File: src/rtl/vga_timing_gen_if.sv
// Control and raster bundle of vga_timing_gen: run request, config write port and timing outputs.
interface vga_timing_gen_if #(
  parameter int CW = 12
) ();
  logic          enable;
  logic          cfg_we;
  logic [2:0]    cfg_addr;
  logic [CW-1:0] cfg_data;
  logic          hs;
  logic          vs;
  logic          active;
  logic [CW-1:0] x;
  logic [CW-1:0] y;
  logic          line_start;
  logic          frame_start;
  logic          vblank;

  modport master (
    output enable, cfg_we, cfg_addr, cfg_data,
    input  hs, vs, active, x, y, line_start, frame_start, vblank
  );

  modport slave (
    input  enable, cfg_we, cfg_addr, cfg_data,
    output hs, vs, active, x, y, line_start, frame_start, vblank
  );
endinterface

File: src/rtl/vga_timing_gen.sv
// Runtime-reconfigurable VGA/VESA raster timing generator; new timing fields take effect
// only on a frame boundary, or immediately while the raster is idle.
module vga_timing_gen #(
  parameter int CW     = 12,
  parameter int H_ACT  = 640,
  parameter int H_FP   = 16,
  parameter int H_SYNC = 96,
  parameter int H_BP   = 48,
  parameter int V_ACT  = 480,
  parameter int V_FP   = 10,
  parameter int V_SYNC = 2,
  parameter int V_BP   = 33,
  parameter bit HS_POL = 1'b0,
  parameter bit VS_POL = 1'b0
) (
  input logic             clock,
  input logic             reset_n,
  vga_timing_gen_if.slave bus
);

  localparam int NW = CW + 2;

  typedef logic [CW-1:0] fld_t;
  typedef logic [NW-1:0] cnt_t;

  logic run;
  cnt_t h_cnt;
  cnt_t v_cnt;
  fld_t shd    [8];
  fld_t wrk    [8];
  fld_t shd_nx [8];

  function automatic fld_t dflt(input int idx);
    case (idx)
      0:       return fld_t'(H_ACT);
      1:       return fld_t'(H_FP);
      2:       return fld_t'(H_SYNC);
      3:       return fld_t'(H_BP);
      4:       return fld_t'(V_ACT);
      5:       return fld_t'(V_FP);
      6:       return fld_t'(V_SYNC);
      default: return fld_t'(V_BP);
    endcase
  endfunction

  // Zero writes are dropped so no field can collapse to an empty region.
  always_comb begin
    shd_nx = shd;
    if (bus.cfg_we && (bus.cfg_data != '0)) shd_nx[bus.cfg_addr] = bus.cfg_data;
  end

  cnt_t h_act, h_ss, h_se, h_tot;
  cnt_t v_act, v_ss, v_se, v_tot;
  logic h_last, v_last;

  assign h_act  = cnt_t'(wrk[0]);
  assign h_ss   = h_act + cnt_t'(wrk[1]);
  assign h_se   = h_ss + cnt_t'(wrk[2]);
  assign h_tot  = h_se + cnt_t'(wrk[3]);
  assign v_act  = cnt_t'(wrk[4]);
  assign v_ss   = v_act + cnt_t'(wrk[5]);
  assign v_se   = v_ss + cnt_t'(wrk[6]);
  assign v_tot  = v_se + cnt_t'(wrk[7]);
  assign h_last = (h_cnt >= h_tot - cnt_t'(1));
  assign v_last = (v_cnt >= v_tot - cnt_t'(1));

  always_ff @(posedge clock) begin
    if (!reset_n) begin
      run   <= 1'b0;
      h_cnt <= '0;
      v_cnt <= '0;
      for (int i = 0; i < 8; i++) begin
        shd[i] <= dflt(i);
        wrk[i] <= dflt(i);
      end
    end else begin
      run <= bus.enable;
      shd <= shd_nx;
      if (!run) begin
        h_cnt <= '0;
        v_cnt <= '0;
        wrk   <= shd_nx;
      end else if (h_last) begin
        h_cnt <= '0;
        if (v_last) begin
          v_cnt <= '0;
          wrk   <= shd_nx;
        end else begin
          v_cnt <= v_cnt + cnt_t'(1);
        end
      end else begin
        h_cnt <= h_cnt + cnt_t'(1);
      end
    end
  end

  logic act, hs_on, vs_on, ls;

  assign act   = run && (h_cnt < h_act) && (v_cnt < v_act);
  assign hs_on = run && (h_cnt >= h_ss) && (h_cnt < h_se);
  assign vs_on = run && (v_cnt >= v_ss) && (v_cnt < v_se);
  assign ls    = run && (h_cnt == '0);

  assign bus.active      = act;
  assign bus.x           = act ? h_cnt[CW-1:0] : '0;
  assign bus.y           = act ? v_cnt[CW-1:0] : '0;
  assign bus.hs          = hs_on ? HS_POL : ~HS_POL;
  assign bus.vs          = vs_on ? VS_POL : ~VS_POL;
  assign bus.line_start  = ls;
  assign bus.frame_start = ls && (v_cnt == '0);
  assign bus.vblank      = run && (v_cnt >= v_act);

endmodule

File: src/flat_wrapper.sv
// flat-port wrapper written by rule: the top's interface ports become plain ports
module vga_timing_gen_flat 
#(
  parameter int CW     = 12,
  parameter int H_ACT  = 640,
  parameter int H_FP   = 16,
  parameter int H_SYNC = 96,
  parameter int H_BP   = 48,
  parameter int V_ACT  = 480,
  parameter int V_FP   = 10,
  parameter int V_SYNC = 2,
  parameter int V_BP   = 33,
  parameter bit HS_POL = 1'b0,
  parameter bit VS_POL = 1'b0
)
  (clock, reset_n, bus_enable, bus_cfg_we, bus_cfg_addr, bus_cfg_data, bus_hs, bus_vs, bus_active, bus_x, bus_y, bus_line_start, bus_frame_start, bus_vblank);
  vga_timing_gen_if #(.CW(CW)) bus_i ();
  input logic clock;
  input logic reset_n;
  input wire logic [$bits(bus_i.enable)-1:0] bus_enable;
  input wire logic [$bits(bus_i.cfg_we)-1:0] bus_cfg_we;
  input wire logic [$bits(bus_i.cfg_addr)-1:0] bus_cfg_addr;
  input wire logic [$bits(bus_i.cfg_data)-1:0] bus_cfg_data;
  output wire logic [$bits(bus_i.hs)-1:0] bus_hs;
  output wire logic [$bits(bus_i.vs)-1:0] bus_vs;
  output wire logic [$bits(bus_i.active)-1:0] bus_active;
  output wire logic [$bits(bus_i.x)-1:0] bus_x;
  output wire logic [$bits(bus_i.y)-1:0] bus_y;
  output wire logic [$bits(bus_i.line_start)-1:0] bus_line_start;
  output wire logic [$bits(bus_i.frame_start)-1:0] bus_frame_start;
  output wire logic [$bits(bus_i.vblank)-1:0] bus_vblank;
  assign bus_i.enable = bus_enable;
  assign bus_i.cfg_we = bus_cfg_we;
  assign bus_i.cfg_addr = bus_cfg_addr;
  assign bus_i.cfg_data = bus_cfg_data;
  assign bus_hs = bus_i.hs;
  assign bus_vs = bus_i.vs;
  assign bus_active = bus_i.active;
  assign bus_x = bus_i.x;
  assign bus_y = bus_i.y;
  assign bus_line_start = bus_i.line_start;
  assign bus_frame_start = bus_i.frame_start;
  assign bus_vblank = bus_i.vblank;
  vga_timing_gen #(.CW(CW), .H_ACT(H_ACT), .H_FP(H_FP), .H_SYNC(H_SYNC), .H_BP(H_BP), .V_ACT(V_ACT), .V_FP(V_FP), .V_SYNC(V_SYNC), .V_BP(V_BP), .HS_POL(HS_POL), .VS_POL(VS_POL)) u_core (.clock(clock), .reset_n(reset_n), .bus(bus_i));
endmodule
File: config.mk
export PLATFORM = sky130hd
export DESIGN_NAME = vga_timing_gen_flat
export DESIGN_NICKNAME = d
export VERILOG_FILES = /design/src/rtl/vga_timing_gen_if.sv /design/src/rtl/vga_timing_gen.sv /design/src/flat_wrapper.sv
export SDC_FILE = /design/constraint.sdc
export NUM_CORES = 1
export LEC_CHECK = 0
export ABC_AREA = 1
export BUFFER_PORTS_ARGS = -buffer_cell sky130_fd_sc_hd__buf_2
export CORE_UTILIZATION = 59
export DETAILED_ROUTE_END_ITERATION = 10
export GPL_TIMING_DRIVEN = 1
export PLACE_DENSITY = 0.76
export SYNTH_ARGS = -nofsm -noshare
export SYNTH_HDL_FRONTEND = slang
export SYNTH_SLANG_ARGS = --single-unit
export TNS_END_PERCENT = 20
File: constraint.sdc
create_clock -name clock -period 8.4 [get_ports clock]
set_input_delay 0.42 -clock clock [delete_from_list [all_inputs] [get_ports clock]]
set_output_delay 0.42 -clock clock [all_outputs]
set_load 0.05 [all_outputs]
### Word-level counts from Yosys, hierarchy flattened

Index checks and enable logic that the tools add are counted.

* bits in registers: 221
* bits of input ports: 19
* output and inout port bits: 30

* add/sub/neg operators: 10
* magnitude comparators: 11
* equal/unequal tests: 2
* mux-type cells: 12
* bitwise operators: 3
* reduce and logical (&&, ||, !) cells: 17

Operators with widths (count)
* $mux W96: 4
* $bwmux W96: 1
* $add A14 B12 Y14: 4
* $ge A14 B14 Y1: 4
* $demux W12 S3: 1
* $mux W12: 3
* $add A14 B1 Y14 const B: 2
* $logic_not A14 Y1: 2
* $lt A14 B12 Y1: 2
* $lt A14 B14 Y1: 2
* $sub A14 B1 Y14 const B: 2
* $add A12 B12 Y13: 2
* $ge A14 B12 Y1: 1
* $mux W14: 1
* $reduce_bool A12 Y1: 1
* $logic_and A1 B1 Y1: 11
* $ge A4 B4 Y1 const B: 1
* $lt A4 B1 Y1 const B: 1
* $ne A2 B2 Y1 const B: 2
* $not A3 Y4: 1
* $reduce_and A2 Y1: 2
* $reduce_or A3 Y1: 1
* $mux W1: 2
* $not A1 Y1: 2

### Logic depth before layout (Yosys ltp)

Gate-level depths: netlist of the first run.

* depth after elaboration: 10
* mapped depth: 41
* depth with buffers taken out: 39

### Least setup slack after synthesis of the first run

Ideal clock, no wire load.

* path kind: register -> register
* from: register u_core.wrk (netlist bit u_core.v_act[0])
* to: register u_core.wrk[29] (netlist name)
* arrival time: 5.305 ns
* required time: 8.285 ns
* setup slack: 2.979 ns
* cell stages (with the launch flop): 39
* buffers on the path: 2
* clock period less this slack: 5.421 ns
* cell sequence: dfxtp_1 -> ha_1 -> inv_1 -> fa_1 -> o21ai_0 -> a21oi_1 -> inv_1 -> a21oi_1 -> or2_2 -> nand2_1 -> inv_1 -> ha_1 -> inv_1 -> nor3_1 -> nand3_1 -> nand3_1 -> inv_1 -> nand2_1 -> (+3 left out) -> a31oi_1 -> nand2_1 -> a21oi_1 -> nand3b_1 -> nand2_1 -> ha_1 -> nand2_1 -> inv_1 -> nand3_1 -> inv_1 -> a21oi_1 -> o211ai_2 -> nand2_4 -> nand2_1 -> buf_6 -> clkbuf_2 -> o21ai_0 -> inv_1

* longest elaborated chain between the ends: 7

Ends and longest elaborated chain
* start, declared: line vga_timing_gen.sv:30 `fld_t wrk [8];`
* start signal, assigned by index: line vga_timing_gen.sv:74 `wrk[i] <= dflt(i);`
* start signal, assigned: line vga_timing_gen.sv:82 `wrk <= shd_nx;`
* start signal, assigned: line vga_timing_gen.sv:87 `wrk <= shd_nx;`
* $add A12 B12 Y13: line vga_timing_gen.sv:61 `assign v_ss = v_act + cnt_t'(wrk[5]);`
* $add A14 B12 Y14: line vga_timing_gen.sv:62 `assign v_se = v_ss + cnt_t'(wrk[6]);`
* $add A14 B12 Y14: line vga_timing_gen.sv:63 `assign v_tot = v_se + cnt_t'(wrk[7]);`
* $sub A14 B1 Y14: line vga_timing_gen.sv:65 `assign v_last = (v_cnt >= v_tot - cnt_t'(1));`
* $ge A14 B14 Y1: line vga_timing_gen.sv:65
* $ne A2 B2 Y1 (no line)
* $reduce_and A2 Y1 (no line)

No other way between the ends.
A chain may end at the register's enable or synchronous reset.

### Final worst setup path of the first run

* from: register u_core.wrk[24] (netlist name)
* to: register u_core.wrk (netlist bit u_core.h_act[1])

Same word-level chain as after synthesis.

==> results.json, run 1 <==
{
  "dp_worst_setup_slack_ns": 1.55,
  "syn_to_final_growth_pct": 7.71,
  "slowest_stage": "nand2_4",
  "first_pass_iters": 5,
  "reg2reg_from": "u_core.wrk[24]",
  "post_cts_buffers": 0,
  "synth_common_cells": "nand2_1 (741), inv_1 (429), dfxtp_1 (221), nand3_1 (219), ha_1 (191)",
  "place_inst": 2839,
  "rrSetupSlack_ns": 1.42,
  "gp_congestion": 0.936,
  "setup_violations": 0,
  "dieArea_um2": 28300,
  "p_sw_mw": 1.45,
  "holdBufCountCts": 0,
  "synth.most_common_cell": "nand2_1",
  "num-nets-final": 2741,
  "status": "finished, final reports clean",
  "die_h_um": 168,
  "comb_power_share_pct": 39.4,
  "cts_tree": "done",
  "yosysWarnings": 0,
  "rsz0062_at_grt": "false",
  "power.leakage_nw": 10.3,
  "yosys.area.top_type_share_pct": 27.2,
  "rows": 60,
  "post_dp_cell_area_um2": 16600,
  "startpoint": "u_core.wrk[24]",
  "fin_tns_setup_ns": 0,
  "p_per_area_nw_per_um2": 217,
  "portBuffers": 48,
  "p_int_mw": 2.36,
  "grt_max_degree": 98,
  "antenna_found_initial": 0,
  "synth_edf_count": 0,
  "grt_pass1_wl_mm": 75.3,
  "grt_pass1_vias": 15190,
  "htreeDepth": 1,
  "ir_drop_uv": 251,
  "clock.fmax_mhz": 143,
  "synth_seq_cells": 221,
  "startpoint_type": "flip-flop",
  "grt_overflow": 0,
  "wl_per_cell_um": 15.9,
  "clock_latency_ns": 0.55,
  "core-area_um2": 27000,
  "period_share_pct": 83.0,
  "slew_headroom_pct": 25.0,
  "stdcell_area_um2": 17500,
  "crit_arrival_ns": 7.40,
  "synth_cells": 2528,
  "yosysSeqAreaShare_pct": 27.2,
  "clk_path_buf_depth": 3,
  "drc": 0,
  "die_w_um": 168,
  "worstHoldStart": "bus_enable",
  "finalClockSkew_ns": 0.0226,
  "layout_setup_ws_ns": 1.42,
  "path_max_fanout": 76,
  "ant_nets": 0,
  "synth_area_leaders": "dfxtp_1 (27%), nand2_1 (17%), ha_1 (15%)",
  "dpl.hpwl_mm": 33.2,
  "synth-main-ff-cell": "dfxtp_1",
  "synth_top_area_cell": "dfxtp_1",
  "syn-num-nets": 2744,
  "switching_share_pct": 38.2,
  "cpPeakStageDelay_ns": 0.64,
  "clkPwrFrac_pct": 31.1,
  "endpoint_kind": "flip-flop",
  "slew_violations": 0,
  "grt_util_all_layers_pct": 33.2,
  "cp_data_required_time_ns": 8.83,
  "via_per_inst": 5.49,
  "clock-sinks": 221,
  "drv_cap": 0,
  "synth.distinct_cells": 45,
  "root_buffer": "clkbuf_16",
  "wl_mm": 45.8,
  "seq_power_share_pct": 29.5,
  "vias": 15824,
  "initial_core_util_pct": 60.3,
  "worst_pin_slew_ns": 1.13,
  "io_pins": 49,
  "cts_resized": 0,
  "drive_above_1_share_pct": 4.48,
  "worstSetupPathType": "flip-flop to flip-flop",
  "drtIter0Drc": 1077,
  "path_clk_slew_ns": 0.06,
  "avgSynthCellArea_um2": 6.44,
  "hold_viol": 0,
  "fin_crit_ns": 6.98,
  "cts_inserted_buffers": 25,
  "stdcell_count": 2884,
  "utilization_pct": 64.9,
  "mappedNetlistArea_um2": 16300,
  "n_antenna_cell": 0,
  "hp-class": "input port to flip-flop",
  "synth-async-reset-ratio_pct": 0
}
-- layer usage --
layer  track usage (%)  wire length [um]  vias up  part of all wire [%]
met5                 0                 0        -                     0
met2              60.1             22300      439                    49
li1                  -                 -     8071                     -
met1              39.2             19100     7207                    42
met3              3.90              2270      107                   5.0
met4              15.3              2120        0                   4.6
-- worst paths after layout --
check	to	depth (start not counted)
max reg2reg	u_core.h_act[1]	36
min	u_core.run	3
max	u_core.h_act[1]	36
min reg2reg	u_core.h_cnt[0]	1
-- cell usage in the layout (no fill, tap or decap), drive strengths merged, types with 44 or more instances in the layout --
cell and n:
nand2 744, inv 431, o21ai 229, dfxtp 221, nand3 220, ha 191, nor2 114, a21oi 109
buf 55, xor2 44
-- logic make-up after synthesis --
kind of cell	share of synthesized area [%]
AOI/OAI and AO/OA	12.3
buffers and inverters	12.3
adders and majority gates	15.4
xor gates and xnor gates	3.39
DFF	27.2
and+or+nand+nor	29.5
-- stage by stage --
stage | hold slack (ns) | power (mW)
after floorplan | 0.430 | 2.29
after global placement | 0.448 | 2.62
after detailed placement | 0.453 | 2.63
after CTS | 0.0528 | 3.82
after global routing | 0.0903 | 4.09
final | 0.0615 | 3.81
-- area by class of cell --
| type | instances | area, um^2 |
|---|---|---|
| multi-input cells | 1792 | 9880 |
| flip-flops and latches | 221 | 4420 |
| repair buffers | 55 | 295 |
| fillers | 2547 | 9490 |
| inverters | 430 | 1610 |
| clock buffers | 31 | 698 |
| well taps | 341 | 427 |
| clock inverters | 14 | 198 |
-- state kept, by name, summed over array words and instances (netlist names) --
signal        cells
u_core.v_act     12
u_core.run        1
u_core.h_act     12
u_core.h_cnt     14
u_core.shd       96
u_core.v_cnt     14
u_core.wrk       72
-- power groups by stage --
stage          clock, mW  sequential [mW]  combinational, mW
6_report            1.18             1.12               1.50
5_1_grt             1.24             1.13               1.73
4_1_cts             1.20             1.12               1.50
3_5_place_dp           0             1.15               1.49
3_3_place_gp           0             1.15               1.47
2_1_floorplan          0             1.13               1.16
-- worst max-delay path: cells and delay by family, from the launching register on --
kind / cells / cell delay [ns]
AO/OA/AOI/OAI: 8 / 1.58
adder cells (fa/ha/maj): 5 / 1.64
buffers and inverters: 8 / 0.83
AND/OR/NAND/NOR: 15 / 2.39
flip-flops: 1 / 0.38
Power figures use the tool's default switching activity.
==> inputs of run 2 (changes only) <==
CORE_UTILIZATION = 58   (was 59)
PLACE_DENSITY = 0.78   (was 0.76)
clock period = 6 ns   (was 8.4 ns; I/O delays follow)
==> run 2 against run 1 <==
Sequential share of layout area shrank 1.4 points. Worst setup slack worse by 1.2 ns. Wire length rose by 6.5%. Combinational power is 57% higher. Maximum frequency is 21% higher. Hold slack improved by 0.069 ns. Clock skew rose by 0.0046 ns. Power grew 45%. First-iteration DRC count rose by 52%. Via count is 4.2% higher. Clock power is 36% higher. Sequential cell count is the same. Largest cell class unchanged.
==> results.json, run 2 (same netlist as run 1, synthesis figures left out) <==
{
  "grt_max_degree": 98,
  "totalPowerFinal_mw": 5.53,
  "n_antenna_cell": 0,
  "layout_setup_ws_ns": 0.222,
  "rsz0062_at_grt": "true",
  "clock-sinks": 221,
  "core-area_um2": 27300,
  "endpoint_kind": "flip-flop",
  "crit_arrival_ns": 6.21,
  "p_per_area_nw_per_um2": 298,
  "fin_tns_setup_ns": 0,
  "worstSetupPathType": "flip-flop to flip-flop",
  "period_share_pct": 96.3,
  "slowest_stage": "fa_2",
  "path_clk_slew_ns": 0.06,
  "path_max_fanout": 11,
  "dieArea_um2": 28700,
  "fin_crit_ns": 5.78,
  "num-nets-final": 2779,
  "io_pins": 49,
  "dpl.hpwl_mm": 33.5,
  "dp_worst_setup_slack_ns": -0.0823,
  "place_inst": 2879,
  "layout_commonest_cell": "nand2_1",
  "clock.fmax_mhz": 173,
  "startpoint_type": "flip-flop",
  "initial_core_util_pct": 59.8,
  "rows": 60,
  "path_common_cell": "nand2_1",
  "status": "finished, final reports clean",
  "largest_register_ffs": 96,
  "cts_tree": "done",
  "antenna_found_initial": 0,
  "drive_above_1_share_pct": 9.02,
  "mostFrequentLayoutCells": "nand2_1 (733), inv_1 (427), dfxtp_1 (220)",
  "cpPeakStageDelay_ns": 0.43,
  "die_w_um": 170,
  "ir_drop_uv": 247,
  "stdcell_count": 2954,
  "first_pass_iters": 8,
  "utilization_pct": 68.1,
  "syn_to_final_growth_pct": 14.0,
  "cts_inserted_buffers": 26,
  "drtIter0Drc": 1637,
  "power.leakage_nw": 10.6,
  "setup_violations": 0,
  "whs_ns": 0.131,
  "grt_overflow": 0,
  "worstRegToRegCells": 35,
  "reg.largest.list": "u_core.shd (96), u_core.wrk (72)",
  "holdPathStages": 3,
  "grt_util_all_layers_pct": 31.7,
  "ant_nets": 0,
  "worst_pin_slew_ns": 1.05,
  "finalClockSkew_ns": 0.0272,
  "stdcell_area_um2": 18600,
  "wl_per_cell_um": 16.5,
  "clock_latency_ns": 0.55,
  "slew_headroom_pct": 29.9,
  "portBuffers": 48,
  "grt_pass1_wl_mm": 72.8,
  "root_buffer": "clkbuf_16",
  "cp_data_required_time_ns": 6.43,
  "vias": 16484,
  "largest-register": "u_core.shd",
  "hold_viol": 0,
  "post_dp_cell_area_um2": 16800,
  "via_per_inst": 5.58,
  "slew_violations": 0,
  "clk_path_buf_depth": 3,
  "wl_mm": 48.8,
  "fillerInstances": 2410,
  "gp_congestion": 0.924,
  "drv_cap": 0,
  "grt_pass1_vias": 14926,
  "die_h_um": 170,
  "hp-class": "input port to flip-flop",
  "drc": 0,
  "htreeDepth": 1
}
[run 2: changes by cell type in the layout (fill, tap and decap cells not counted), moves of 7 or more]
| cell | delta |
|---|---|
| ha_4 | +11 |
| nand2_1 | -7 |
| buf_4 | +14 |
| o21ai_0 | -20 |
| ha_1 | -19 |
| clkbuf_16 | +9 |
| ha_2 | +8 |
| a21oi_2 | +22 |
| o21ai_1 | +13 |
| a21oi_1 | -24 |
[run 2: where the power goes]
part	internal [mW]	switching, mW
clock network	0.945	0.659
registers	1.53	0.0480
logic	0.902	1.45
[run 2: worst paths after layout]
kind | from | to | slack [ns]
setup reg to reg | u_core.v_act[1] | u_core.wrk[24] | 0.22
hold / removal | reset_n | u_core.run | 0.13
hold reg to reg | u_core.wrk[72] | u_core.wrk[72] | 0.47
setup / recovery | u_core.v_act[1] | u_core.wrk[24] | 0.22
[run 2: per-layer routing]
| layer | track usage, % | vias to the layer above | wire (um) | share of wire [%] |
|---|---|---|---|---|
| met4 | 15.0 | 0 | 2490 | 5.1 |
| met3 | 2.96 | 159 | 2970 | 6.1 |
| li1 | - | 8160 | - | - |
| met5 | 0 | - | 0 | 0 |
| met2 | 57.1 | 620 | 23500 | 48 |
| met1 | 37.9 | 7545 | 19900 | 41 |
[run 2: final cells by class]
class	count	area (um^2)	area share, %
tap	372	465	2.51
inverter	430	1620	8.71
clock buffer	38	776	4.18
multi-input combinational	1793	10400	55.8
timing repair buffer	91	813	4.38
clock inverter	9	101	0.546
sequential	221	4430	23.8
[run 2: worst max-delay path, delay by kind of cell, from the launching register on]
kind                     cells  cell delay, ns
adder cells (fa/ha/maj)      5            1.60
XOR/XNOR                     2            0.50
AO/OA/AOI/OAI                7            1.12
AND/OR/NAND/NOR             14            1.42
flip-flops                   1            0.38
buffers and inverters        7            0.64
[run 2: what timing repair did]
action                     4_1_cts  5_1_grt
hold buffers                     1        0
pin swaps                        0       22
gates resized for setup          4      117
hold endpoints to repair         1        0
setup endpoints to repair       56      124
cloned                           0       14
buffers inserted                 0       13
